--- config.mk ---
export PLATFORM = sky130hd
export DESIGN_NAME = fpcvt_arb
export DESIGN_NICKNAME = d
export VERILOG_FILES = /design/src/rtl/fpcvt_arb.sv
export SDC_FILE = /design/constraint.sdc
export NUM_CORES = 1
export LEC_CHECK = 0
export BUFFER_PORTS_ARGS = -buffer_cell sky130_fd_sc_hd__buf_2
export CORE_ASPECT_RATIO = 1.5
export CORE_MARGIN = 4
export CORE_UTILIZATION = 25
export CTS_BUF_LIST = sky130_fd_sc_hd__clkbuf_4 sky130_fd_sc_hd__clkbuf_8
export DETAILED_ROUTE_END_ITERATION = 7
export SLEW_MARGIN = 20
export SYNTH_ARGS = -nofsm -noshare
export SYNTH_HDL_FRONTEND = slang
export SYNTH_SLANG_ARGS = --single-unit
--- constraint.sdc ---
create_clock -name clk -period 3.9 [get_ports clk]
set_input_delay 0.195 -clock clk [delete_from_list [all_inputs] [get_ports clk]]
set_output_delay 0.195 -clock clk [all_outputs]
set_load 0.02 [all_outputs]
--- src/rtl/fpcvt_arb.sv ---
`default_nettype none
// ============================================================================
//  Module      : fpcvt_arb
//  Description : Round-robin arbiter and sequencer sharing one combinational
//                12-bit two's-complement to small floating-point converter
//                (sign / 3-bit exponent / 4-bit significand) between N_REQ
//                requesters. Results are tagged with the requester index and
//                presented on a single valid/ready output port.
//  Revision    : 1.0 - initial release
// ============================================================================
module fpcvt_arb #(
    parameter int N_REQ = 4,   // number of requesters, 2..8
    parameter int ID_W  = 2    // must equal $clog2(N_REQ)
) (
    input  logic                  clk,
    input  logic                  rst_n,
    input  logic [N_REQ-1:0]      req_valid,
    input  logic [12*N_REQ-1:0]   req_data,
    output logic [N_REQ-1:0]      req_ready,
    output logic                  out_valid,
    input  logic                  out_ready,
    output logic [ID_W-1:0]       out_id,
    output logic                  out_s,
    output logic [2:0]            out_e,
    output logic [3:0]            out_f,
    output logic                  busy
);

    typedef enum logic [1:0] {
        IDLE = 2'd0,
        CONV = 2'd1,
        HOLD = 2'd2
    } state_t;

    state_t             state;
    logic [ID_W-1:0]    ptr;
    logic [ID_W-1:0]    gnt_q;
    logic [11:0]        din_q;

    // ------------------------------------------------------------------
    // Arbitration
    // ------------------------------------------------------------------
    logic               found_hi;
    logic [ID_W-1:0]    idx_hi;
    logic [ID_W-1:0]    idx_lo;
    logic               grant_found;
    logic [ID_W-1:0]    grant_idx;
    logic [11:0]        grant_data;

    // Round-robin search split into two priority passes: the lowest valid
    // index at or above ptr wins; if none, wrap to the lowest valid index.
    always_comb begin
        found_hi = 1'b0;
        idx_hi   = '0;
        idx_lo   = '0;
        for (int i = N_REQ - 1; i >= 0; i--) begin
            if (req_valid[i] && (ID_W'(i) >= ptr)) begin
                found_hi = 1'b1;
                idx_hi   = ID_W'(i);
            end
            if (req_valid[i]) begin
                idx_lo = ID_W'(i);
            end
        end
        grant_found = |req_valid;
        grant_idx   = found_hi ? idx_hi : idx_lo;
    end

    // Select the granted requester's sample for capture into din_q.
    always_comb begin
        grant_data = '0;
        for (int i = 0; i < N_REQ; i++) begin
            if (grant_idx == ID_W'(i)) begin
                grant_data = req_data[i*12 +: 12];
            end
        end
    end

    // Ready is a one-hot of the grant, only while idle and out of reset.
    always_comb begin
        req_ready = '0;
        for (int i = 0; i < N_REQ; i++) begin
            req_ready[i] = rst_n && (state == IDLE) && grant_found &&
                           (grant_idx == ID_W'(i));
        end
    end

    // ------------------------------------------------------------------
    // Shared converter (purely combinational from din_q)
    // ------------------------------------------------------------------
    logic [10:0]        mag;
    logic [2:0]         raw_e;
    logic [3:0]         raw_f;
    logic               rnd;
    logic [4:0]         sum;
    logic               conv_s;
    logic [2:0]         conv_e;
    logic [3:0]         conv_f;

    // Magnitude (with -2048 clamped to 2047), leading-one normalisation,
    // round-half-up on the bit below the significand, and saturation.
    always_comb begin
        if (din_q == 12'h800) begin
            mag = 11'h7FF;
        end else if (din_q[11]) begin
            mag = ~din_q[10:0] + 11'd1;
        end else begin
            mag = din_q[10:0];
        end

        // Small magnitudes (leading one in bits 3..0) are exact with E = 0.
        raw_e = 3'd0;
        raw_f = mag[3:0];
        rnd   = 1'b0;
        // Later iterations overwrite earlier ones, so the highest set bit wins.
        for (int p = 4; p <= 10; p++) begin
            if (mag[p]) begin
                raw_e = 3'(p - 3);
                raw_f = mag[p -: 4];
                rnd   = mag[p-4];
            end
        end

        sum    = {1'b0, raw_f} + {4'd0, rnd};
        conv_s = din_q[11];
        conv_e = raw_e;
        conv_f = sum[3:0];
        if (sum[4]) begin
            if (raw_e == 3'd7) begin
                conv_e = 3'd7;
                conv_f = 4'hF;
            end else begin
                conv_e = raw_e + 3'd1;
                conv_f = 4'h8;
            end
        end
    end

    // ------------------------------------------------------------------
    // Sequencer
    // ------------------------------------------------------------------
    // Single FSM: capture on grant, register the conversion, then hold the
    // result until the consumer takes it; ptr only advances on that handshake.
    always_ff @(posedge clk) begin
        if (!rst_n) begin
            state     <= IDLE;
            ptr       <= '0;
            gnt_q     <= '0;
            din_q     <= '0;
            out_valid <= 1'b0;
            out_id    <= '0;
            out_s     <= 1'b0;
            out_e     <= '0;
            out_f     <= '0;
        end else begin
            case (state)
                IDLE: begin
                    if (grant_found) begin
                        din_q <= grant_data;
                        gnt_q <= grant_idx;
                        state <= CONV;
                    end
                end
                CONV: begin
                    out_s     <= conv_s;
                    out_e     <= conv_e;
                    out_f     <= conv_f;
                    out_id    <= gnt_q;
                    out_valid <= 1'b1;
                    state     <= HOLD;
                end
                HOLD: begin
                    if (out_ready) begin
                        out_valid <= 1'b0;
                        ptr       <= (gnt_q == ID_W'(N_REQ - 1)) ? '0
                                                                 : gnt_q + ID_W'(1);
                        state     <= IDLE;
                    end
                end
                default: begin
                    state <= IDLE;
                end
            endcase
        end
    end

    assign busy = (state != IDLE);

endmodule
`default_nettype wire

==> results of run 1 <==
## registers in the layout, summed over array words and instances, names as in the netlist
name       flops
state          2
gnt_q          2
din_q         12
out_valid      1
out_e          3
out_f          4
out_s          1
out_id         2
ptr            2
## synth_stat cells, types with 2 or more instances
cell       instances
a211oi_1           8
a21boi_1           2
a21o_1             3
a21oi_1           28
a221oi_1           2
a311o_1            2
a31o_2             2
a31oi_1            4
a32oi_1            3
and2_1             5
and3_1             3
buf_1              3
buf_6              3
clkbuf_1          19
dfxtp_1           29
ha_1               5
inv_1              9
mux2_2            14
mux2i_1           16
nand2_1           49
nand2b_1           4
nand3_1            4
nand4_1            3
nor2_1            22
nor2b_1            8
nor3_1             7
nor3b_1            3
nor4_1             4
nor4b_1            2
o2111ai_1          2
o211ai_1          14
o21a_1             2
o21ai_0            9
o21ai_1            2
o22ai_1            3
o31a_1             3
o31ai_1            3
or2_2              3
or3_1              2
xnor2_1            3
xor2_1             2
## metrics by stage
step,instances,power (mW),cell area [sq um]
after floorplan,338,0.878,2550
after global placement,509,1.05,3030
after detailed placement,509,1.05,3030
after CTS,517,1.39,3150
after global routing,517,1.49,3160
final,517,1.38,3160
## worst max-delay path, delay by kind of cell, from the launching register on
family | cells | cell delay [ps]
adders and majority gates | 2 | 500
AOI/OAI and AO/OA | 5 | 1240
DFF | 1 | 370
buffers and inverters | 1 | 80
and+or+nand+nor | 4 | 1350
## how the worst min path moves through the flow
stage / from / end / slack (ps)
floorplan: out_ready / state[1] / 380
global placement: out_id[0] / out_id[0] / 450
detailed placement: out_id[1] / out_id[1] / 450
CTS: out_ready / state[1] / 200
global route: out_ready / state[1] / 220
finish: out_ready / state[1] / 210
## kinds of logic after synthesis
family / after synthesis / share of synthesized area, %
multiplexers: 31 / 13.1
AO/OA/AOI/OAI: 104 / 28.1
XOR/XNOR: 5 / 1.72
AND/OR/NAND/NOR: 129 / 25.8
buffers and inverters: 35 / 6.09
adder cells (fa/ha/maj): 5 / 2.45
flip-flops: 29 / 22.8
## area by class of cell
cell class	count	area (sq um)
Fill cell	1047	6640
Multi-Input combinational cell	274	1840
Timing Repair Buffer	82	440
Inverter	9	33.8
Clock buffer	7	90.1
Tap cell	115	144
Clock inverter	1	30.0
Sequential cell	29	581
## what timing repair did
action	CTS	global route
setup endpoints to repair	0	6
buffers inserted	0	0
gates resized for setup	0	1
hold buffers	0	0
## power groups by stage
stage	Sequential (mW)	Combinational (mW)	Clock (mW)
finish	0.368	0.681	0.334
global route	0.374	0.764	0.350
CTS	0.368	0.681	0.341
detailed placement	0.374	0.678	0
global placement	0.373	0.674	0
floorplan	0.374	0.504	0
## per-layer routing
layer  wire (um)  vias to the layer above  track usage (%)
met3         247                       16             1.54
met1        2720                     1206             11.8
met4         191                        0             5.71
met5           0                        -                0
li1            -                     1375                -
met2        3680                       66             21.8
==> flow_summary_export.csv, run 1 <==
group,metric,value,unit
die,die_w,90.4,um
synth,synth_cell_types,65,
setup_path,crit_top_cell,"ha_1",
sta,fin_crit_sh,93.6,%
power,seqPwrFrac,26.6,%
cts,tritoncts,"yes",
detailed_routing,drc_errors,0,
power,internal_power,0.839,mW
sta,tightest_slew,961,ps
power,irDropWorstVdd,162,uV
detailed_routing,ant_nets,0,
status,status,"finished clean",
die,die_h,132,um
power,power_frac_clock,24.1,%
setup_path,crit_fanout,10,
setup_path,cpMaxStageDelayCell,"or4_4",
setup_path,worstReg2RegStart,"din_q[0]",
synth,syn-num-nets,398,
synth,synth.area.top_cells,"dfxtp_1, nand2_1, mux2i_1",
setup_path,crit_start,"din_q[0]",
synth,ys_warn_count,0,
final_layout,fin_util,32.3,%
cts,cts.htree.levels,2,
final_layout,layout_commonest_cell,"buf_2",
cts,cts_buffers,5,
final_layout,fin_nets,461,
setup_path,arrival,3830,ps
sta,rsz0062_at_grt,"no",
final_layout,final_cell_mix,"buf_2, nand2_1, dfxtp_1",
sta,drv_slew,0,
sta,finalHoldViolCount,0,
sta,relSlewSlack,35.8,%
synth,synth_edf_count,0,
synth,ys_seq_elements,29,
cts,insertion_delay,290,ps
synth,async_flop_share,0,%
power,combPwrFrac,49.2,%
sta,period_needed,3650,ps
place,portBuffers,70,
power,switching_share,39.4,%
run,cap_viol_max_count,0,
sta,fin_ws,249,ps
global_routing,grt_antenna_before_repair,0,
detailed_routing,detail_route.first_pass.iterations,4,
sta,fin_worst_skew,9.43,ps
setup_path,endpoint_kind,"flop",
synth,synth_area_per_cell,7.54,sq um
sta,tns,0,ps
place,place_hpwl,5560,um
synth,syn-cell-area,0.00255,sq mm
setup_path,startpoint_type,"flop",
setup_path,endpoint,"out_e[0]",
detailed_routing,routed_wl,6840,um
min_path,worstHoldPathCells,3,
setup_path,r2r_end,"out_e[0]",
global_routing,grt_pass1_wl,11600,um
detailed_routing,vias_per_cell,5.15,
power,leakagePower,1.36,nW
global_routing,grt_start_max_net_pins,30,
final_layout,n_antenna_cell,0,
place,dpl_worst_slack,161,ps
detailed_routing,routedWlPerCell,13.2,um
global_routing,grt_pass1_vias,2646,
detailed_routing,drtIter0Drc,144,
die,start_util,26.0,%
power,p_per_area,437,mW/mm^2
cts,path_clk_slew,70,ps
global_routing,overflow,0,
setup_path,crit_chain,"inv_1 -> ha_1 -> or4b_4 -> o31a_1 -> o22a_1 -> or4_4 -> o211ai_2 -> ha_1 -> o211a_1 -> a21boi_1 -> and4_1 -> nor3_1",
synth,synth_flop_cell,"dfxtp_1",
sta,clock.fmax,274,MHz
synth,netlist_instances,338,
min_path,hp-class,"input port to flop",
cts,cts.sinks,29,
synth,ys_seq_area_share,22.8,%
sta,setup_viol,0,
synth,synth_top_area_cell,"dfxtp_1",
die,rows,44,
power,power.switching,0.544,mW
sta,worst_hold_slack,209,ps
cts,clock-root-buffer,"clkbuf_8",
setup_path,crit_required,4080,ps
final_layout,drive_gt1_share,29.4,%
cts,clockBufferDepth,2,
synth,synth_top_area_share,22.8,%
final_layout,area_growth,24.1,%
die,pin_count,71,
setup_path,slowest_delay,570,ps
setup_path,r2r_cells,12,
place,gp_congestion,0.876,
setup_path,worst-setup-path-type,"flop to flop",
die,coreArea,0.00980,sq mm
detailed_routing,routed-via-count,2663,
global_routing,grt_usage,11.4,%
setup_path,rrSetupSlack,250,ps
die,dieArea,0.0119,sq mm
Note: power is estimated with default switching activity, not from simulation.
==> run 2, diff against run 1 <==
- CORE_ASPECT_RATIO: 1.5 -> 0.9
- CORE_UTILIZATION: 25 -> 55
- PLACE_DENSITY: default -> 0.83
==> flow_summary_export.csv, run 2 (synthesized netlist as in run 1, its figures left out) <==
group,metric,value,unit
sta,finalHoldViolCount,0,
cts,post_cts_buffers,0,
final_layout,largest-register,"din_q",
sta,tightest_slew,1030,ps
setup_path,cp_num_buf_inv,1,
final_layout,layout_commonest_cell,"buf_2",
die,coreArea,0.00446,sq mm
final_layout,area_growth,21.4,%
place,place_inst,455,
cts,cts.sinks,29,
global_routing,grt_antenna_before_repair,0,
final_layout,drive_gt1_share,30.5,%
power,leakagePower,1.35,nW
place,gp_congestion,0.990,
setup_path,worst-setup-path-type,"flop to flop",
power,irDropWorstVdd,325,uV
detailed_routing,vias_per_cell,6.22,
cts,tritoncts,"yes",
die,die_h,72.6,um
cts,cts_buffers,5,
global_routing,overflow,0,
final_layout,n_antenna_cell,0,
cts,insertion_delay,280,ps
sta,rsz0062_at_grt,"no",
setup_path,slowest_delay,580,ps
die,pin_count,71,
global_routing,grt_pass1_vias,2649,
detailed_routing,drtIter0Drc,280,
final_layout,layoutNonFillerInstCount,462,
status,status,"finished clean",
setup_path,crit_chain,"inv_1 -> ha_1 -> or4b_4 -> o31a_1 -> o22a_1 -> or4_4 -> o211ai_2 -> ha_2 -> o211a_1 -> a21boi_1 -> and4_1 -> nor3_1",
sta,period_needed,3770,ps
final_layout,fin_util,69.4,%
setup_path,endpoint_kind,"flop",
detailed_routing,routedWlPerCell,15.6,um
min_path,hp-class,"input port to flop",
setup_path,arrival,3940,ps
detailed_routing,routed-via-count,2875,
power,power,1.38,mW
setup_path,crit_fanout,10,
global_routing,grt_pass1_wl,11800,um
final_layout,largest_reg_flops,12,
detailed_routing,drc_errors,0,
power,p_per_area,446,mW/mm^2
setup_path,critPathTopFamily,"simple AND/OR/NAND/NOR gates",
place,place_hpwl,5370,um
global_routing,grt_usage,25.2,%
setup_path,crit_required,4060,ps
die,die_w,79.8,um
global_routing,grt_start_max_net_pins,30,
final_layout,reg_top3,"din_q (12), out_f (4), out_e (3)",
final_layout,final_cell_mix,"buf_2, nand2_1, dfxtp_1",
sta,drv_slew,0,
die,rows,23,
final_layout,fin_nets,460,
sta,setup_viol,0,
setup_path,cpMaxStageDelayCell,"or4_4",
place,portBuffers,70,
die,dieArea,0.00579,sq mm
sta,clock.fmax,265,MHz
detailed_routing,detail_route.first_pass.iterations,5,
die,start_util,57.1,%
sta,fin_worst_skew,9.24,ps
detailed_routing,ant_nets,0,
cts,clockBufferDepth,2,
sta,tns,0,ps
cts,cts.htree.levels,2,
run,cap_viol_max_count,0,
cts,clock-root-buffer,"clkbuf_8",
setup_path,startpoint_type,"flop",
sta,fin_crit_sh,96.7,%
detailed_routing,routed_wl,7200,um
sta,relSlewSlack,31.6,%
cts,path_clk_slew,60,ps
## run 2: cell count changes in the layout (fill, tap and decap cells not counted), sizes merged
cell | previous run | this run
clkbuf | 7 | 5
buf | 82 | 81
clkinv | 0 | 1
## run 2: per-stage QoR
step,worst slack (ps),hold slack (ps),area (sq um)
final,127,209,3090
after global routing,12.0,207,3090
after CTS,45.2,200,3050
after detailed placement,127,448,2950
after global placement,345,447,2950
after floorplan,494,381,2550
## run 2: final timing paths
path,slack [ps],cells past startpoint,end,from
worst min-delay path,210,3,state[1],out_ready
worst min register to register,460,2,out_id[0],out_id[0]
worst max-delay path,130,12,out_e[0],din_q[0]
worst max register to register,130,12,out_e[0],din_q[0]
## run 2: power by group
group	internal, mW	total, mW	leakage (nW)	switching (mW)
clock	0.185	0.297	0.0540	0.111
combinational	0.299	0.702	1.06	0.402
sequential	0.331	0.382	0.239	0.0518
total	0.815	1.38	1.35	0.566
## run 2: tightest hold or removal path: cells and delay by family
| family | cells | cell delay (ps) |
|---|---|---|
| buffers and inverters | 1 | 90 |
| AOI/OAI and AO/OA | 1 | 50 |
| and+or+nand+nor | 1 | 100 |
## run 2: final cells by class
type / count / area (sq um)
multi-input cells: 274 / 1860
fillers: 367 / 1370
flip-flops and latches: 29 / 582
repair buffers: 81 / 433
well taps: 62 / 77.6
clock buffers: 5 / 68.8
clock inverters: 2 / 35.0
inverters: 9 / 33.8
## run 2: routing by layer
layer / wire [um] / vias to the layer above / global-route usage [%]
met3: 663 / 22 / 6.05
met1: 2920 / 1329 / 31.1
met5: 0 / - / 0
met2: 3470 / 147 / 42.5
met4: 148 / 0 / 9.94
li1: - / 1377 / -
## run 2: repair_timing
action | in CTS | in global routing
hold buffers | 0 | 0
resized for setup | 0 | 9
endpoints found under the setup margin | 0 | 6
endpoints found under the hold margin | 0 | 0
